<file path="config.mk">
export PLATFORM = sky130hd
export DESIGN_NAME = fifo_push_arbiter_flat
export DESIGN_NICKNAME = d
export VERILOG_FILES = /design/src/rtl/fifo_push_arbiter_if.sv /design/src/rtl/fifo_push_arbiter.sv /design/src/flat_wrapper.sv
export SDC_FILE = /design/constraint.sdc
export NUM_CORES = 1
export LEC_CHECK = 0
export CAP_MARGIN = 20
export CORE_UTILIZATION = 39
export CTS_BUF_LIST = sky130_fd_sc_hd__clkbuf_4 sky130_fd_sc_hd__clkbuf_8
export DETAILED_ROUTE_END_ITERATION = 10
export GPL_TIMING_DRIVEN = 0
export HOLD_SLACK_MARGIN = 0.02
export PLACE_DENSITY = 0.91
export SLEW_MARGIN = 15
export SYNTH_ARGS = -nofsm -noshare
export SYNTH_HDL_FRONTEND = slang
export SYNTH_SLANG_ARGS = --single-unit
</file>
<file path="constraint.sdc">
create_clock -name clk -period 2.1 [get_ports clk]
set_input_delay 0.21 -clock clk [delete_from_list [all_inputs] [get_ports clk]]
set_output_delay 0.21 -clock clk [all_outputs]
set_load 0.05 [all_outputs]
</file>
<file path="src/rtl/fifo_push_arbiter_if.sv">
// rtl/fifo_push_arbiter_if.sv - push-side bundle between producers, arbiter and FIFO
// Statistics ports exist only when FIFO_PUSH_ARB_STATS_EN is defined.
interface fifo_push_arbiter_if #(
  parameter int width = 16,
  parameter int depth = 8,
  parameter int n_src = 4
);
  localparam int cw = $clog2(depth + 1);

  logic [n_src-1:0]       req;
  logic [n_src*width-1:0] data_in;
  logic [n_src-1:0]       gnt;
  logic [width-1:0]       fifo_din;
  logic                   fifo_push;
  logic                   fifo_pop;
  logic                   fifo_pndng;
  logic                   fifo_full;
  logic [cw-1:0]          count;
  logic                   ovf_err;
`ifdef FIFO_PUSH_ARB_STATS_EN
  logic [n_src*16-1:0]    grant_cnt;
  logic [15:0]            stall_cnt;
`endif

  modport master (
    input  req, data_in, fifo_pop, fifo_pndng, fifo_full,
`ifdef FIFO_PUSH_ARB_STATS_EN
    output grant_cnt, stall_cnt,
`endif
    output gnt, fifo_din, fifo_push, count, ovf_err
  );

  modport slave (
    output req, data_in, fifo_pop, fifo_pndng, fifo_full,
`ifdef FIFO_PUSH_ARB_STATS_EN
    input  grant_cnt, stall_cnt,
`endif
    input  gnt, fifo_din, fifo_push, count, ovf_err
  );
endinterface

</file>
<file path="src/rtl/fifo_push_arbiter.sv">
// rtl/fifo_push_arbiter.sv - round-robin push arbiter in front of a shared fifo_flops
// Optional per-source grant and stall counters under FIFO_PUSH_ARB_STATS_EN.
module fifo_push_arbiter #(
  parameter int width = 16,
  parameter int depth = 8,
  parameter int n_src = 4
) (
  input  logic                    clk,
  input  logic                    rst,
  fifo_push_arbiter_if.master     bus
);
  localparam int cw = $clog2(depth + 1);
  localparam int pw = (n_src > 1) ? $clog2(n_src) : 1;
  localparam logic [cw-1:0] depth_c = cw'(depth);
  localparam logic [cw-1:0] one_c   = cw'(1);
  localparam logic [pw:0]   n_src_c = (pw + 1)'(n_src);

  logic [n_src-1:0] r_gnt;
  logic [width-1:0] r_din;
  logic             r_push;
  logic [pw-1:0]    r_ptr;
  logic [cw-1:0]    r_count;
  logic             r_ovf;

  logic [n_src-1:0] w_elig;
  logic             w_pop_eff;
  logic             w_space;
  logic             w_found;
  logic             w_grant;
  logic [pw:0]      w_idx;
  logic [pw-1:0]    w_winner;
  logic [n_src-1:0] w_onehot;
  logic [cw-1:0]    w_count_next;

  // A source granted this cycle still holds the same data, so mask it out.
  assign w_elig    = bus.req & ~r_gnt;
  assign w_pop_eff = bus.fifo_pop && bus.fifo_pndng;
  assign w_space   = (r_count < depth_c) || w_pop_eff;

  always_comb begin
    w_found  = 1'b0;
    w_winner = r_ptr;
    w_idx    = '0;
    for (int k = 1; k <= n_src; k++) begin
      w_idx = {1'b0, r_ptr} + (pw + 1)'(k);
      if (w_idx >= n_src_c) begin
        w_idx = w_idx - n_src_c;
      end
      if (!w_found && w_elig[w_idx[pw-1:0]]) begin
        w_found  = 1'b1;
        w_winner = w_idx[pw-1:0];
      end
    end
  end

  assign w_grant  = w_found && w_space;
  assign w_onehot = n_src'(1) << w_winner;

  // Count is bumped at the grant edge so it already covers the in-flight push.
  always_comb begin
    w_count_next = r_count;
    if (w_grant && !w_pop_eff) begin
      w_count_next = r_count + one_c;
    end else if (!w_grant && w_pop_eff && (r_count != '0)) begin
      w_count_next = r_count - one_c;
    end
  end

  always_ff @(posedge clk) begin
    if (!rst) begin
      r_gnt   <= '0;
      r_din   <= '0;
      r_push  <= 1'b0;
      r_ptr   <= pw'(n_src - 1);
      r_count <= '0;
      r_ovf   <= 1'b0;
    end else begin
      r_count <= w_count_next;
      if (r_push && bus.fifo_full && !bus.fifo_pop) begin
        r_ovf <= 1'b1;
      end
      if (w_grant) begin
        r_din  <= bus.data_in[w_winner*width +: width];
        r_push <= 1'b1;
        r_gnt  <= w_onehot;
        r_ptr  <= w_winner;
      end else begin
        r_push <= 1'b0;
        r_gnt  <= '0;
      end
    end
  end

  assign bus.gnt       = r_gnt;
  assign bus.fifo_din  = r_din;
  assign bus.fifo_push = r_push;
  assign bus.count     = r_count;
  assign bus.ovf_err   = r_ovf;

`ifdef FIFO_PUSH_ARB_STATS_EN
  logic [15:0] r_grant_cnt [n_src];
  logic [15:0] r_stall_cnt;

  always_ff @(posedge clk) begin
    if (!rst) begin
      for (int i = 0; i < n_src; i++) begin
        r_grant_cnt[i] <= '0;
      end
      r_stall_cnt <= '0;
    end else begin
      for (int i = 0; i < n_src; i++) begin
        if (w_grant && (w_winner == pw'(i)) && (r_grant_cnt[i] != 16'hFFFF)) begin
          r_grant_cnt[i] <= r_grant_cnt[i] + 16'd1;
        end
      end
      if ((|bus.req) && !w_space && (r_stall_cnt != 16'hFFFF)) begin
        r_stall_cnt <= r_stall_cnt + 16'd1;
      end
    end
  end

  for (genvar g = 0; g < n_src; g++) begin : g_stats
    assign bus.grant_cnt[g*16 +: 16] = r_grant_cnt[g];
  end
  assign bus.stall_cnt = r_stall_cnt;
`else
  // Statistics counters are not built in this configuration.
`endif
endmodule
</file>
<file path="src/flat_wrapper.sv">
// flat-port wrapper written by rule: the top's interface ports become plain ports
module fifo_push_arbiter_flat 
#(
  parameter int width = 16,
  parameter int depth = 8,
  parameter int n_src = 4
)
  (clk, rst, bus_req, bus_data_in, bus_fifo_pop, bus_fifo_pndng, bus_fifo_full, bus_gnt, bus_fifo_din, bus_fifo_push, bus_count, bus_ovf_err);
  fifo_push_arbiter_if #(.width(width), .depth(depth), .n_src(n_src)) bus_i ();
  input  logic clk;
  input  logic rst;
  input wire logic [$bits(bus_i.req)-1:0] bus_req;
  input wire logic [$bits(bus_i.data_in)-1:0] bus_data_in;
  input wire logic [$bits(bus_i.fifo_pop)-1:0] bus_fifo_pop;
  input wire logic [$bits(bus_i.fifo_pndng)-1:0] bus_fifo_pndng;
  input wire logic [$bits(bus_i.fifo_full)-1:0] bus_fifo_full;
  output wire logic [$bits(bus_i.gnt)-1:0] bus_gnt;
  output wire logic [$bits(bus_i.fifo_din)-1:0] bus_fifo_din;
  output wire logic [$bits(bus_i.fifo_push)-1:0] bus_fifo_push;
  output wire logic [$bits(bus_i.count)-1:0] bus_count;
  output wire logic [$bits(bus_i.ovf_err)-1:0] bus_ovf_err;
  assign bus_i.req = bus_req;
  assign bus_i.data_in = bus_data_in;
  assign bus_i.fifo_pop = bus_fifo_pop;
  assign bus_i.fifo_pndng = bus_fifo_pndng;
  assign bus_i.fifo_full = bus_fifo_full;
  assign bus_gnt = bus_i.gnt;
  assign bus_fifo_din = bus_i.fifo_din;
  assign bus_fifo_push = bus_i.fifo_push;
  assign bus_count = bus_i.count;
  assign bus_ovf_err = bus_i.ovf_err;
  fifo_push_arbiter #(.width(width), .depth(depth), .n_src(n_src)) u_core (.clk(clk), .rst(rst), .bus(bus_i));
endmodule
</file>
==> results.py, run 1 <==
metrics = {
    "detailed_routing": {
        "wl_um": 5907,
        "drtAntennaViolNets": 0,
        "drt_first_pass_iters": 4,
        "vias": 1925,
        "via_per_inst": 5.729,
        "routedWlPerCell_um": 17.58,
        "first_iter_violations": 145,
        "drc": 0,
    },
    "cts": {
        "ctsHtreeMaxLevel": 1,
        "root_buffer": "clkbuf_8",
        "cts_buffers": 3,
        "clk_path_buf_depth": 2,
        "clk_pin_slew_ns": 0.11,
        "insertion_delay_ns": 0.28,
        "cts_tree": "done",
        "cts.sinks": 28,
    },
    "synthesis": {
        "ys_ff_latch": 28,
        "yosys_warnings": 0,
        "synthTopCellsByArea": "dfxtp_1 (33%), mux2i_1 (12%), o2111ai_1 (8.2%), or4_1 (7.0%), nand2_1 (4.8%)",
        "synthesis.area_sq_um": 1714,
        "yosysSeqAreaShare_pct": 32.70,
        "synth_most_common_cell": "dfxtp_1",
        "synth_area_per_cell_sq_um": 9.630,
        "ys_types": 40,
        "syn_nets": 254,
        "synth_cells": 178,
        "postSynth.asyncResetShare_pct": 0,
        "synthDominantAreaCellType": "dfxtp_1",
        "synth_top_area_share_pct": 32.70,
        "ys_top_cells_by_count": "dfxtp_1 (28), nand2_1 (22), mux2i_1 (21)",
        "ys.flop_type": "dfxtp_1",
        "synth_edf_count": 0,
    },
    "grt": {
        "antenna_found_initial": 0,
        "grt_use_total_pct": 23.90,
        "grt_pass1_wl_um": 8369,
        "grt_max_degree": 17,
        "overflow": 0,
        "grt_pass1_vias": 1733,
    },
    "finish": {
        "antenna_cells": 0,
        "layout-drive-gt1-share_pct": 13.99,
        "synthToLayoutAreaGrowth_pct": 70.29,
        "nNetsFinal": 363,
    },
    "setup_path": {
        "worst_ep_required_time_ns": 2.26,
        "crit_family": "compound AO/OA/AOI/OAI gates",
        "max_stage_delay_ns": 0.51,
        "cpMostUsedCell": "buf_2",
        "crit_slowest_cell": "a311oi_4",
        "start_kind": "flip-flop",
        "worstPathCellList": "buf_2 -> nor2b_2 -> a311oi_4 -> nor3_4 -> buf_2 -> o2111ai_1 -> o211ai_1",
        "cp_num_buf_inv": 2,
        "cp-end-kind": "flip-flop",
        "path_class": "flip-flop to flip-flop",
        "crit_fanout": 10,
        "arrival_ns": 2.22,
    },
    "timing": {
        "finalCriticalPeriod_ns": 2.056,
        "fmaxAchievable_ghz": 0.4863,
        "slew_headroom_pct": 65.01,
        "finalCritPeriodShare_pct": 97.91,
        "setup_slack_ns": 0.04386,
        "worstMarginPinSlew_ns": 0.5232,
        "drv_slew": 0,
        "setup_viol": 0,
        "hold_viol": 0,
        "clock_skew_ns": 0.003939,
    },
    "pwr": {
        "power_w": 0.003847,
        "powerDensity_nw_per_um2": 1318,
        "power.leakage_nw": 1.143,
        "max-vdd-ir-drop_uv": 699.0,
    },
    "place": {
        "hpwl_um": 4063,
        "port_buffers": 98,
        "post-place-ws_ns": -0.2648,
        "place.gp.congestion": 0.8151,
    },
    "outcome": {
        "outcome": "finished, final reports clean",
    },
    "floorplanning": {
        "die_w_um": 68.30,
        "coreArea_sq_um": 4115,
        "dieArea_sq_um": 4664,
        "start_util_pct": 41.65,
        "ios": 99,
        "rows": 23,
        "die_h_um": 68.30,
    },
    "job": {
        "drv_cap": 0,
    },
    "hold_path": {
        "hold_path_class": "flip-flop to flip-flop",
    },
}
-- final timing paths --
check / from / to / slack, ns / cells after the start
setup / recovery: u_core.r_ptr[1]$_SDFFE_PN1P_ / u_core.bus.fifo_din[11]$_SDFFE_PN0P_ / 0.04 / 7
hold / removal: u_core.bus.fifo_din[8]$_SDFFE_PN0P_ / u_core.bus.fifo_din[8]$_SDFFE_PN0P_ / 0.47 / 2
setup reg to reg: u_core.r_ptr[1]$_SDFFE_PN1P_ / u_core.bus.fifo_din[11]$_SDFFE_PN0P_ / 0.04 / 7
hold reg to reg: u_core.bus.fifo_din[8]$_SDFFE_PN0P_ / u_core.bus.fifo_din[8]$_SDFFE_PN0P_ / 0.47 / 2
-- flip-flops by register name, summed over array words and instances, names as in the netlist --
register / flops
u_core.bus.count: 4
u_core.bus.fifo_din: 16
u_core.bus.fifo_push: 1
u_core.bus.gnt: 4
u_core.bus.ovf_err: 1
u_core.r_ptr: 2
-- cell usage in the layout (no fill, tap or decap), types with 3 or more instances in the layout --
| master | Yosys | layout |
|---|---|---|
| clkbuf_1 | 5 | 4 |
| o2111ai_1 | 16 | 16 |
| o211ai_2 | 6 | 6 |
| clkbuf_8 | 0 | 3 |
| buf_4 | 0 | 5 |
| mux2i_1 | 21 | 19 |
| nand2_1 | 22 | 22 |
| inv_1 | 4 | 4 |
| or4_1 | 16 | 16 |
| a21o_1 | 3 | 3 |
| clkdlybuf4s50_1 | 0 | 98 |
| nor2_1 | 9 | 8 |
| o211ai_1 | 10 | 10 |
| buf_2 | 5 | 5 |
| dfxtp_1 | 28 | 27 |
-- area by class of cell --
class,instances,area (sq um)
Tap cell,50,62.56
Clock inverter,1,30.03
Fill cell,297,1196
Buffer,13,82.58
Clock buffer,3,41.29
Multi-Input combinational cell,133,1082
Inverter,4,15.01
Timing Repair Buffer,104,1044
Sequential cell,28,561.8
-- tightest hold or removal path: stages (launching register included) --
cell and delay (ns):
dfxtp_1 0.34, nand2_1 0.06, o211ai_2 0.05
-- routing by layer --
| layer | part of all wire [%] | GRT usage, % | up-vias |
|---|---|---|---|
| met1 | 40 | 29.93 | 902 |
| met2 | 51 | 42.52 | 97 |
| met4 | 1.7 | 5.729 | 0 |
| li1 | - | - | 913 |
| met3 | 7.7 | 3.333 | 13 |
| met5 | 0 | 0 | - |
-- where the power goes --
group	switching [W]	internal (W)	leakage [nW]	total [W]
Clock	0.000193	0.000256	0.0357	0.000449
Sequential	0.000146	0.000736	0.232	0.000882
Combinational	0.00148	0.00104	0.875	0.00252
-- cell families after synthesis --
logic type | share of synthesized area, %
xor+xnor | 1.022
fa+ha+maj | 2.628
compound gates | 25.11
simple gates | 20.00
mux | 12.92
flops | 32.70
buf+inv | 5.620
-- through the flow --
| stage | utilization [%] | TNS, ns | cell area (sq um) | hold WS (ns) | cells |
|---|---|---|---|---|---|
| floorplan | - | 0 | 1715 | 0.2719 | 178 |
| global placement | 67.04 | -3.300 | 2759 | 0.4474 | 326 |
| detailed placement | 67.04 | -3.753 | 2759 | 0.4472 | 326 |
| CTS | 68.84 | 0 | 2833 | 0.4753 | 330 |
| global route | 70.93 | -0.1115 | 2919 | 0.5015 | 336 |
| finish | 70.93 | 0 | 2919 | 0.4730 | 336 |
-- repair_timing --
action                     CTS  global route
cloned                       0             1
buffers inserted             0             5
hold buffers                 0             0
pin swaps                    0             3
resized for setup            1             7
setup endpoints to repair    9            13
(Power assumes the default switching activity.)
==> run 2, diff against run 1 <==
Settings changed: CAP_MARGIN 20 to 15.
Clock period 2.1 ns to 2 ns, I/O delays scaled along.
==> results.py, run 2 (synthesis results as in run 1) <==
metrics = {
    "cts": {
        "root_buffer": "clkbuf_8",
        "cts_buffers": 3,
        "cts_hold_buf": 0,
        "ctsHtreeMaxLevel": 1,
        "clk_path_buf_depth": 2,
        "cts_tree": "done",
        "cts.sinks": 28,
        "clk_pin_slew_ns": 0.10,
        "insertion_delay_ns": 0.28,
    },
    "timing": {
        "slew_headroom_pct": 64.46,
        "drv_slew": 0,
        "clock_skew_ns": 0.009907,
        "fmaxAchievable_ghz": 0.5223,
        "finalCritPeriodShare_pct": 95.72,
        "hold_viol": 0,
        "worstMarginPinSlew_ns": 0.5314,
        "finalCriticalPeriod_ns": 1.914,
        "setup_viol": 0,
    },
    "setup_path": {
        "crit_family": "compound AO/OA/AOI/OAI gates",
        "worst_ep_required_time_ns": 2.16,
        "max_stage_delay_ns": 0.42,
        "cp-end-kind": "flip-flop",
        "crit_slowest_cell": "dfxtp_1",
        "reg2reg_setup_slack_ns": 0.09,
        "cp_num_buf_inv": 2,
        "crit_fanout": 10,
        "worstPathCellList": "a21boi_1 -> a41oi_4 -> and2_1 -> clkbuf_4 -> nand2_1 -> buf_2 -> o211ai_1",
        "arrival_ns": 2.08,
        "start_kind": "flip-flop",
        "startpoint": "u_core.bus.count[3]$_SDFFE_PN0P_",
        "path_class": "flip-flop to flip-flop",
        "r2r-start": "u_core.bus.count[3]$_SDFFE_PN0P_",
    },
    "finish": {
        "fillCellCount": 326,
        "final_common_cell": "clkdlybuf4s50_1",
        "antenna_cells": 0,
        "final_cell_mix": "clkdlybuf4s50_1 (97), dfxtp_1 (24), nand2_1 (22), mux2i_1 (21)",
        "layout-drive-gt1-share_pct": 14.79,
        "synthToLayoutAreaGrowth_pct": 68.03,
        "nNetsFinal": 362,
        "multi_input_area_sq_um": 1086,
        "stdcell_count": 334,
        "ff_latch_area_sq_um": 565.5,
        "largest_register_ffs": 16,
    },
    "place": {
        "dp.cells": 326,
        "hpwl_um": 4070,
        "place.gp.congestion": 0.8110,
        "port_buffers": 98,
    },
    "grt": {
        "overflow": 0,
        "grt_pass1_wl_um": 8542,
        "grt_use_total_pct": 24.70,
        "antenna_found_initial": 0,
        "grt_max_degree": 15,
        "grt_pass1_vias": 1819,
    },
    "detailed_routing": {
        "vias": 1863,
        "wl_um": 5462,
        "drt_first_pass_iters": 4,
        "first_iter_violations": 160,
        "routedWlPerCell_um": 16.35,
        "drtAntennaViolNets": 0,
        "via_per_inst": 5.578,
        "drc": 0,
    },
    "floorplanning": {
        "die_w_um": 68.30,
        "ios": 99,
        "start_util_pct": 41.65,
        "die_h_um": 68.30,
        "coreArea_sq_um": 4115,
        "rows": 23,
        "dieArea_sq_um": 4664,
    },
    "pwr": {
        "powerDensity_nw_per_um2": 1320,
        "power_w": 0.003801,
        "max-vdd-ir-drop_uv": 586.5,
        "power.leakage_nw": 1.142,
    },
    "hold_path": {
        "hold_path_class": "flip-flop to flip-flop",
        "hp-start": "u_core.bus.fifo_din[7]$_SDFFE_PN0P_",
    },
    "job": {
        "drv_cap": 0,
    },
    "outcome": {
        "outcome": "finished, final reports clean",
    },
}
run 2: cell types whose count changed in the layout (fill, tap and decap cells not counted), sizes merged:
cell and delta:
clkdlybuf4s50 -1, clkbuf -1, bufinv -1, dlymetal6s2s +1
run 2: area by class of cell:
class	instances	area share (%)
buffer	13	3.084
clock buffer	3	1.434
inverter	4	0.5213
multi-input combinational	133	37.71
sequential	28	19.64
tap	50	2.172
timing repair buffer	103	35.45
run 2: path summary, 6_finish.rpt:
path,to,cells after the start
worst max register to register,u_core.bus.fifo_din[12]$_SDFFE_PN0P_,7
worst max-delay path,u_core.bus.fifo_din[12]$_SDFFE_PN0P_,7
worst min register to register,u_core.bus.fifo_din[7]$_SDFFE_PN0P_,2
worst min-delay path,u_core.bus.fifo_din[7]$_SDFFE_PN0P_,2
run 2: worst reg2reg max path: stages (launching register included):
cell,delay (ns)
dfxtp_1,0.42
a21boi_1,0.31
a41oi_4,0.09
and2_1,0.20
clkbuf_4,0.19
nand2_1,0.16
buf_2,0.30
o211ai_1,0.15
run 2: metrics by stage:
step	area (sq um)	worst slack, ns	utilization (%)	TNS (ns)	hold WS, ns
after floorplan	1719	0.05140	-	0	0.2619
after global placement	2763	-0.3283	67.13	-5.557	0.4467
after detailed placement	2763	-0.3453	67.13	-5.710	0.4524
after CTS	2821	-0.006966	68.56	-0.006966	0.4803
after global routing	2880	-0.02095	69.99	-0.02095	0.5077
final	2880	0.08550	69.99	0	0.4783
run 2: what timing repair did:
item                       CTS  global route
setup endpoints to repair   10            19
pin swaps                    1             2
gates resized for setup      1            16
buffers inserted             2             3
run 2: per-layer routing:
metal,vias to the layer above,GRT usage (%),wire (um)
met5,-,0,0
met4,0,8.333,66
met3,7,5.833,326
met2,63,43.87,2899
met1,877,28.63,2170
li1,916,-,-
run 2: power breakdown:
part,switching [W],internal (W)
Clock,0.000178,0.000136
Combinational,0.00151,0.00105
Sequential,0.000151,0.000775
==> run 3, diff against run 2 <==
Settings changed: HOLD_SLACK_MARGIN 0.02 to default.
==> results of run 3 <==
No change in the layout: final DEF, timing and power equal those of run 2.
